File: src/rtl/uart_game_decoder.sv
// uart_game_decoder
//   Receive side of the game-state UART link. Pops bytes from the RX FIFO and
//   parses the fixed 49-byte ASCII frame
//     "CX:ddd,Y:ddd|H:d|A:d|F:b|T:d|BX:ddd,Y:ddd|BH:dd\r\n"
//   Digit bytes are 0x30..0x3F, and each one carries a hex nibble, MSB first.
//   Parsed nibbles land in shadow registers. The shadow registers are copied to
//   the rem_* outputs in a single step, and only once the whole frame has
//   checked out. A partial or bad frame never disturbs the outputs.
//
// Optional build macro:
//   UART_DEC_TIMEOUT_EN - abandon a frame (frame_err, back to HUNT) after
//                         TIMEOUT_CYCLES idle clocks between bytes.
//
// Ports:
//   clk, rst        system clock, asynchronous active-high reset
//   rx_data         byte at RX FIFO head, valid while rx_empty = 0
//   rx_empty        RX FIFO empty flag
//   rx_rd           pop strobe; rx_data is consumed in the same cycle
//   rem_char_x/y    remote character position (12 bit)
//   rem_char_hp     remote character hp (4 bit)
//   rem_aggro       remote aggro (4 bit)
//   rem_flip_h      remote sprite flip
//   rem_class       remote character class (2 bit)
//   rem_boss_x/y    boss position (12 bit)
//   rem_boss_hp     boss hp (7 bit)
//   frame_ok        1-cycle pulse, rem_* outputs were just updated
//   frame_err       1-cycle pulse, partial frame discarded
//   frame_cnt       good-frame counter, wraps 255 -> 0
module uart_game_decoder #(
    parameter int unsigned DATA_WIDTH     = 8,
    parameter int unsigned TIMEOUT_CYCLES = 1_000_000
) (
    input  logic                  clk,
    input  logic                  rst,
    input  logic [DATA_WIDTH-1:0] rx_data,
    input  logic                  rx_empty,
    output logic                  rx_rd,
    output logic [11:0]           rem_char_x,
    output logic [11:0]           rem_char_y,
    output logic [3:0]            rem_char_hp,
    output logic [3:0]            rem_aggro,
    output logic                  rem_flip_h,
    output logic [1:0]            rem_class,
    output logic [11:0]           rem_boss_x,
    output logic [11:0]           rem_boss_y,
    output logic [6:0]            rem_boss_hp,
    output logic                  frame_ok,
    output logic                  frame_err,
    output logic [7:0]            frame_cnt
);

    if (DATA_WIDTH != 8 || TIMEOUT_CYCLES < 1) begin : g_param_check
        $error("uart_game_decoder: DATA_WIDTH must be 8 and TIMEOUT_CYCLES >= 1");
    end

    typedef enum logic [1:0] {
        S_HUNT,
        S_RECV,
        S_COMMIT
    } state_t;

    localparam logic [7:0] CH_C  = 8'h43;
    localparam logic [5:0] IDX_LAST = 6'd48;

    state_t      r_state, w_next_state;
    logic [5:0]  r_idx, w_next_idx;
    logic        w_byte_ok;
    logic        w_err;
    logic        w_commit;
    logic        w_timeout;
    logic        w_sh_we;
    logic [3:0]  w_nib;

    logic [11:0] r_sh_x, r_sh_y, r_sh_bx, r_sh_by;
    logic [3:0]  r_sh_hp, r_sh_aggro;
    logic        r_sh_flip;
    logic [1:0]  r_sh_class;
    logic [6:0]  r_sh_bh;

    // Per-position byte check: template characters must match exactly,
    // digit positions accept 0x30..0x3F, with tighter ranges for F, T and BH-high.
    always_comb begin
        w_byte_ok = 1'b0;
        w_nib     = rx_data[3:0];
        case (r_idx)
            6'd1, 6'd30:                                   w_byte_ok = (rx_data == 8'h58); // 'X'
            6'd2, 6'd8, 6'd14, 6'd18, 6'd22, 6'd26,
            6'd31, 6'd37, 6'd44:                           w_byte_ok = (rx_data == 8'h3A); // ':'
            6'd6, 6'd35:                                   w_byte_ok = (rx_data == 8'h2C); // ','
            6'd7, 6'd36:                                   w_byte_ok = (rx_data == 8'h59); // 'Y'
            6'd12, 6'd16, 6'd20, 6'd24, 6'd28, 6'd41:      w_byte_ok = (rx_data == 8'h7C); // '|'
            6'd13, 6'd43:                                  w_byte_ok = (rx_data == 8'h48); // 'H'
            6'd17:                                         w_byte_ok = (rx_data == 8'h41); // 'A'
            6'd21:                                         w_byte_ok = (rx_data == 8'h46); // 'F'
            6'd25:                                         w_byte_ok = (rx_data == 8'h54); // 'T'
            6'd29, 6'd42:                                  w_byte_ok = (rx_data == 8'h42); // 'B'
            6'd47:                                         w_byte_ok = (rx_data == 8'h0D);
            6'd48:                                         w_byte_ok = (rx_data == 8'h0A);
            6'd3, 6'd4, 6'd5, 6'd9, 6'd10, 6'd11, 6'd15, 6'd19,
            6'd32, 6'd33, 6'd34, 6'd38, 6'd39, 6'd40, 6'd46:
                                                           w_byte_ok = (rx_data[7:4] == 4'h3);
            6'd23:                                         w_byte_ok = (rx_data[7:1] == 7'b0011_000);
            6'd27:                                         w_byte_ok = (rx_data[7:2] == 6'b0011_00);
            6'd45:                                         w_byte_ok = (rx_data[7:3] == 5'b0011_0);
            default:                                       w_byte_ok = 1'b0;
        endcase
    end

`ifdef UART_DEC_TIMEOUT_EN
    localparam int unsigned GAP_W = $clog2(TIMEOUT_CYCLES + 1);

    logic [GAP_W-1:0] r_gap;

    // Fires on the TIMEOUT_CYCLES-th consecutive idle cycle inside a frame.
    assign w_timeout = (r_state == S_RECV) && !rx_rd &&
                       (r_gap == GAP_W'(TIMEOUT_CYCLES - 1));

    always_ff @(posedge clk or posedge rst) begin
        if (rst) begin
            r_gap <= '0;
        end else if (r_state != S_RECV || rx_rd || w_timeout) begin
            r_gap <= '0;
        end else begin
            r_gap <= r_gap + 1'b1;
        end
    end
`else
    assign w_timeout = 1'b0;
`endif

    // FIFO is never popped during the commit cycle.
    assign rx_rd = !rx_empty && (r_state != S_COMMIT);

    always_ff @(posedge clk or posedge rst) begin
        if (rst) begin
            r_state <= S_HUNT;
            r_idx   <= '0;
        end else begin
            r_state <= w_next_state;
            r_idx   <= w_next_idx;
        end
    end

    always_comb begin
        w_next_state = r_state;
        w_next_idx   = r_idx;
        w_err        = 1'b0;
        w_commit     = 1'b0;
        case (r_state)
            S_HUNT: begin
                w_next_idx = '0;
                if (rx_rd && rx_data == CH_C) begin
                    w_next_state = S_RECV;
                    w_next_idx   = 6'd1;
                end
            end
            S_RECV: begin
                if (w_timeout) begin
                    w_err        = 1'b1;
                    w_next_state = S_HUNT;
                    w_next_idx   = '0;
                end else if (rx_rd) begin
                    if (w_byte_ok) begin
                        if (r_idx == IDX_LAST) begin
                            w_next_state = S_COMMIT;
                            w_next_idx   = '0;
                        end else begin
                            w_next_idx = r_idx + 6'd1;
                        end
                    end else begin
                        w_err = 1'b1;
                        // A stray 'C' is treated as the start of a new frame.
                        if (rx_data == CH_C) begin
                            w_next_idx = 6'd1;
                        end else begin
                            w_next_state = S_HUNT;
                            w_next_idx   = '0;
                        end
                    end
                end
            end
            S_COMMIT: begin
                w_commit     = 1'b1;
                w_next_state = S_HUNT;
                w_next_idx   = '0;
            end
            default: begin
                w_next_state = S_HUNT;
                w_next_idx   = '0;
            end
        endcase
    end

    assign w_sh_we = (r_state == S_RECV) && rx_rd && w_byte_ok;

    always_ff @(posedge clk or posedge rst) begin
        if (rst) begin
            r_sh_x     <= '0;
            r_sh_y     <= '0;
            r_sh_hp    <= '0;
            r_sh_aggro <= '0;
            r_sh_flip  <= 1'b0;
            r_sh_class <= '0;
            r_sh_bx    <= '0;
            r_sh_by    <= '0;
            r_sh_bh    <= '0;
        end else if (w_sh_we) begin
            case (r_idx)
                6'd3:    r_sh_x[11:8]  <= w_nib;
                6'd4:    r_sh_x[7:4]   <= w_nib;
                6'd5:    r_sh_x[3:0]   <= w_nib;
                6'd9:    r_sh_y[11:8]  <= w_nib;
                6'd10:   r_sh_y[7:4]   <= w_nib;
                6'd11:   r_sh_y[3:0]   <= w_nib;
                6'd15:   r_sh_hp       <= w_nib;
                6'd19:   r_sh_aggro    <= w_nib;
                6'd23:   r_sh_flip     <= w_nib[0];
                6'd27:   r_sh_class    <= w_nib[1:0];
                6'd32:   r_sh_bx[11:8] <= w_nib;
                6'd33:   r_sh_bx[7:4]  <= w_nib;
                6'd34:   r_sh_bx[3:0]  <= w_nib;
                6'd38:   r_sh_by[11:8] <= w_nib;
                6'd39:   r_sh_by[7:4]  <= w_nib;
                6'd40:   r_sh_by[3:0]  <= w_nib;
                6'd45:   r_sh_bh[6:4]  <= w_nib[2:0];
                6'd46:   r_sh_bh[3:0]  <= w_nib;
                default: ;
            endcase
        end
    end

    always_ff @(posedge clk or posedge rst) begin
        if (rst) begin
            rem_char_x  <= '0;
            rem_char_y  <= '0;
            rem_char_hp <= '0;
            rem_aggro   <= '0;
            rem_flip_h  <= 1'b0;
            rem_class   <= '0;
            rem_boss_x  <= '0;
            rem_boss_y  <= '0;
            rem_boss_hp <= '0;
            frame_ok    <= 1'b0;
            frame_err   <= 1'b0;
            frame_cnt   <= '0;
        end else begin
            frame_ok  <= w_commit;
            frame_err <= w_err;
            if (w_commit) begin
                rem_char_x  <= r_sh_x;
                rem_char_y  <= r_sh_y;
                rem_char_hp <= r_sh_hp;
                rem_aggro   <= r_sh_aggro;
                rem_flip_h  <= r_sh_flip;
                rem_class   <= r_sh_class;
                rem_boss_x  <= r_sh_bx;
                rem_boss_y  <= r_sh_by;
                rem_boss_hp <= r_sh_bh;
                frame_cnt   <= frame_cnt + 8'd1;
            end
        end
    end

endmodule

File: config.mk
export PLATFORM = sky130hd
export DESIGN_NAME = uart_game_decoder
export DESIGN_NICKNAME = d
export VERILOG_FILES = /design/src/rtl/uart_game_decoder.sv
export SDC_FILE = /design/constraint.sdc
export NUM_CORES = 1
export LEC_CHECK = 0
export ABC_AREA = 0
export BUFFER_PORTS_ARGS = -buffer_cell sky130_fd_sc_hd__clkbuf_2
export CORE_UTILIZATION = 40
export CTS_CLUSTER_DIAMETER = 150
export DETAILED_ROUTE_END_ITERATION = 12
export GPL_ROUTABILITY_DRIVEN = 0
export PLACE_DENSITY = 0.63
export SYNTH_ARGS = -nofsm -noshare
export SYNTH_HDL_FRONTEND = slang
export SYNTH_SLANG_ARGS = --single-unit
File: constraint.sdc
create_clock -name clk -period 10.05 [get_ports clk]
set_clock_uncertainty 0.1 [all_clocks]
set_input_delay 1.005 -clock clk [delete_from_list [all_inputs] [get_ports clk]]
set_output_delay 1.005 -clock clk [all_outputs]
set_load 0.005 [all_outputs]
# After elaboration in Yosys (flattened, before gate mapping)
# Index checks and enable logic that the tools add are counted.
# classes
muxes	17
eq_ne	72
addsub	2
n_reduce_logical	33
# op_table
op	n
$eq 6x6->1 const B	17
$eq 6x5->1 const B	16
$eq 8x7->1 const B	9
$eq 6x4->1 const B	9
$reduce_and 2->1	18
$eq 6x3->1 const B	4
$mux 6	3
$eq 8x4->1 const B	2
$eq 8x6->1 const B	2
$pmux 1 s16	1
$reduce_or 15->1	1
$eq 6x2->1 const B	2
$pmux 6 s2	1
$mux 2	5
$reduce_or 2->1	5
$reduce_or 9->1	1
$add 8x1->8 const B	1
$eq 7x5->1 const B	1
$add 6x1->6 const B	1
$eq 6x1->1 const B	1
$mux 1	6
$ne 2x2->1 const B	3
$ne 3x3->1 const B	2
$reduce_or 6->1	1
other kinds (9)	12
# totals
wordCells	156
reg_bits	150
output_inout_bits	77

# Logic depth before layout (Yosys ltp)
# depth
word_depth	6
mapped_depth	13

# Worst setup path before layout
# OpenSTA, ideal clock, no wires.
# synth_timing
kind	reg-to-reg
from	register r_idx[0]
to	register r_sh_bh[0]
arrival_time_ns	3.065
setup_time_ns	0.128
required_ns	9.822
n_path_buf	2
setup_slack_ns	6.758
synth_period_minus_slack_ns	3.292
stages_incl_launch_ff	13
cell_sequence	dfrtp_1 -> inv_1 -> ha_1 -> clkbuf_1 -> mux2_4 -> a221oi_2 -> o2bb2ai_1 -> a2111oi_4 -> o221ai_2 -> o31ai_4 -> buf_6 -> and4_1 -> mux2_1
# synth_between
elab_chain_len	5
word_cells_on_any_way	59
classes_between	eq/ne (48); mux (1); reduce/logical (10)
# synth_lines
element	line_no	source
start, declared	66	logic [5:0] r_idx, w_next_idx;
start signal, assigned	140	r_idx <= w_next_idx;
$eq 6x6->1, or another cell as far along	85, 208	
$reduce_or 15->1, or another cell as far along	85	case (r_idx)
$pmux 1 s16	85	
$logic_and 1x1->1	194	assign w_sh_we = (r_state == S_RECV) && rx_rd && w_byte_ok;
$reduce_and 2->1 (no source line) (*)	n/a	
end signal, assigned	226	6'd46: r_sh_bh[3:0] <= w_nib;
end, declared	78	logic [6:0] r_sh_bh;
# Mark *: on every way between the ends. The rest lies on a longest branch, timed or not.
# A chain may end at the register's enable or synchronous reset.

# Worst setup path in the final report
# layout_timing
from	register r_idx[4]
to	register r_sh_hp[2]
# layout_between
elab_chain_len	5
word_cells_on_any_way	59
classes_between	eq/ne (48); mux (1); reduce/logical (10)
# layout_lines
element	line_no	source
$eq 6x6->1, or another cell as far along	85	
$reduce_or 15->1, or another cell as far along	85	
$pmux 1 s16	85	
$logic_and 1x1->1	194	
$reduce_and 2->1 (no source line) (*)	n/a	
end signal, assigned	215	6'd15: r_sh_hp <= w_nib;
end, declared	75	logic [3:0] r_sh_hp, r_sh_aggro;
# Marks and branches as above.

==> impl_summary.log <==
INFO  metric run_status = completed
INFO  metric reg2reg_depth = 7
INFO  metric synth_ff_type = dfrtp_1
INFO  metric critical_path.max_stage_delay = 1070 ps
INFO  metric setup.worst_path.end_class = flip-flop
INFO  metric num_rows = 47
INFO  metric diodes = 0
INFO  metric avgRoutedWirePerCell = 18.6 um
INFO  metric cells_along_the_critical_path = o32ai_1 -> or4b_1 -> o21ai_0 -> a211oi_2 -> o31ai_4 -> nor4b_4 -> mux2_2
INFO  metric worst_setup_hold_path_clk_slew = 60 ps
INFO  metric drc = 0
INFO  metric report.final.hold_viol_count = 0
INFO  metric critPathLaunchType = flip-flop
INFO  metric number_of_antenna_violations_at_the_first_check_in_global_routing = 0
INFO  metric wire_length_of_the_first_global_routing_pass = 25600 um
INFO  metric vias = between 4000 and 5000
INFO  metric first_pass_iters = 5
INFO  metric grt_remaining_overflow = 0
INFO  metric die-width = 134 um
INFO  metric edff_count_synth = 0
INFO  metric critPathKind = flip-flop to flip-flop
INFO  metric post_synth_most_frequent_cells = 150 x dfrtp_1, 94 x mux2_2, 39 x mux2_1, 23 x clkbuf_1, 22 x nand2_1
INFO  metric layout.core_utilization = between 40% and 50%
INFO  metric synth_xor_area_share = roughly 1.1%
INFO  metric crit_end = r_sh_hp[2]
INFO  metric fin_crit = roughly 4600 ps
INFO  metric layout_worst_path_cycle_share = a little under half
INFO  metric synth.top_cells.by_area = dfrtp_1 54%, mux2_2 15%, mux2_1 6.3%
INFO  metric global_route.usage.total = a little under a fifth
INFO  metric tritoncts.num_buffers = 17
INFO  metric syn_area = 6990 um2
INFO  metric setup.reg_to_reg.worst_slack = 5490 ps
INFO  metric cts_resized = 0
INFO  metric effective_utilization_at_floorplan = between 40 and 50%
INFO  metric detail_route.iter0.violations = between 300 and 400
INFO  metric post_synth.cell_area_avg = roughly 13 um2
INFO  metric crit-reg2reg-capture = r_sh_hp[2]
INFO  metric power.ir.vdd_worst = 0.126 mV
INFO  metric power_density = 163 nW/um2
INFO  metric report.final.setup_viol = 0
INFO  metric synth.area.mux_share = between 20% and 30%
INFO  metric yosys_warnings = 0
INFO  metric final.setup.tns = 0 ps
INFO  metric synth_top_family_by_area = multiplexers
INFO  metric grt_setup_unrepaired = no
INFO  metric postSynthRegisterBits = 150
INFO  metric synthAdderAreaFrac = 0.895%
INFO  metric postLayoutCellArea = 8220 um2
INFO  metric worst-endpoint-arrival = around 4800 ps
INFO  metric worst_r2r_startpoint = r_idx[4]
INFO  metric ant_nets = 0
INFO  metric cts_num_sinks = 150
INFO  metric wirelength = between 15000 and 20000 um
INFO  metric synth_fp_nets = around 560
INFO  metric yosysSeqAreaShare = between 50% and 60%
INFO  metric synthDominantCellAreaShare = a little over half
INFO  metric yosys_cell_types = 71
INFO  metric yosysTopAreaCell = dfrtp_1
INFO  metric vias_in_the_first_global_route = 4798
INFO  metric maximum_fanout_along_the_worst_path = 34
INFO  metric grt_start_max_net_pins = 83
INFO  metric syn_inst = between 500 and 600
INFO  metric cap_violations = 0
INFO  metric timing_max_transition_violations_final = 0
INFO  metric cts_root_buffer = clkbuf_16
INFO  metric cts-htree-levels = 4
INFO  metric whs = around 380 ps
INFO  metric worst_slew_margin_rel = 26.8%
INFO  metric synth_compound_area_share = under 10%
INFO  metric worst_pin_slew = around 1100 ps
INFO  metric port-buffer-count = between 80 and 90
INFO  metric clk_latency = ~420 ps
INFO  metric async_flop_share = 100%
INFO  metric most_frequent_cell_after_synthesis = dfrtp_1
INFO  metric clockBufferDepth = 2
INFO  metric tritoncts = done
INFO  metric detail_route.vias_per_cell = about 5.6
INFO  metric worst-endpoint-required = roughly 10000 ps
INFO  metric post-cts-setup-buffers = 0
INFO  metric crit_slowest_cell = dfrtp_1
INFO  metric area_delta_synth_final = 17.5%
INFO  metric core_area = about 17000 um2
INFO  metric power_leakage = ~4.1 nW
INFO  metric fraction_of_the_mapped_netlist_area_in_simple_logic_gates = between 10 and 15%
INFO  metric design.final.nets = about 630
INFO  metric post_route_cells_drive_above_1_share = between 30% and 40%
INFO  metric floorplan.die_area = about 18000 um2
INFO  metric placement.cell_area = around 7600 um2
INFO  metric timing.hold.worst.class = flip-flop to flip-flop
INFO  metric die_height = around 130 um
INFO  metric hpwl = 10100 um
INFO  metric postCtsHoldBufs = 0
INFO  metric timing.critical_path.from = r_idx[4]
INFO  metric fmax = 220 MHz
INFO  metric pin_count = 88
layer usage:
layer	global-route usage (%)	vias to the layer above	wire (um)	share of wire, %
met1	23.9	2372	6860	44
met2	29.4	175	7560	48
met3	4.20	28	881	5.6
li1	-	2111	-	-
met5	0	-	0	0
met4	7.62	0	337	2.2
how the worst min path moves through the flow:
stage                       from      endpoint  slack [ps]  cells past startpoint
finish              frame_cnt[7]  frame_cnt[7]         380                      1
global route        frame_cnt[7]  frame_cnt[7]         390                      1
CTS                 frame_cnt[7]  frame_cnt[7]         390                      1
detailed placement    r_sh_bh[0]    r_sh_bh[0]         370                      1
global placement    frame_cnt[7]  frame_cnt[7]         360                      1
floorplan             r_state[1]    r_state[0]         350                      1
cells in the final DEF (no fill, tap or decap), drive strengths merged, types with 8 or more instances in the layout:
| cell type | instances |
|---|---|
| nand2 | 22 |
| nand3b | 11 |
| inv | 12 |
| dfrtp | 150 |
| o21ai | 11 |
| clkbuf | 105 |
| nor2b | 8 |
| a21oi | 9 |
| nand2b | 8 |
| nand4 | 8 |
| nand3 | 15 |
| mux2 | 134 |
| nor2 | 17 |
kinds of logic after synthesis:
group,count (synthesis)
muxes,134
AOI/OAI and AO/OA,60
xor gates and xnor gates,9
and+or+nand+nor,132
DFF,150
adders and majority gates,5
buffers and inverters,49
state kept, by name (all words and copies together) (netlist names), 6 cells and up:
name	count
frame_cnt	8
r_sh_bx	12
rem_boss_hp	7
rem_char_x	12
rem_boss_y	12
r_sh_by	12
rem_boss_x	12
rem_char_y	12
r_sh_bh	7
r_sh_x	12
r_sh_y	12
r_idx	6
per-stage QoR:
stage	instances	total power [mW]	setup slack [ps]
floorplan	539	0.631	4910
global placement	810	0.641	5670
detailed placement	810	0.642	5570
CTS	842	1.35	5550
global route	842	1.38	5250
finish	842	1.34	5490
power by group:
| group | switching, mW | internal (mW) |
|---|---|---|
| combinational | 0.0218 | 0.00383 |
| clock | 0.257 | 0.451 |
| sequential | 0.0000436 | 0.604 |
| total | 0.279 | 1.06 |
worst max-delay path: cells and delay by family (launching register included):
kind               cells  cell delay, ps
AOI/OAI and AO/OA      4            1740
DFF                    1            1070
muxes                  1             390
and+or+nand+nor        2            1120
final cells by class:
cell class | count | area (um2)
clock buffer | 18 | 439
tap | 220 | 275
clock inverter | 14 | 221
timing repair buffer | 91 | 465
multi-input combinational | 340 | 3020
inverter | 9 | 38.8
fill | 1515 | 8600
sequential | 150 | 3750
(Power assumes the default switching activity.)
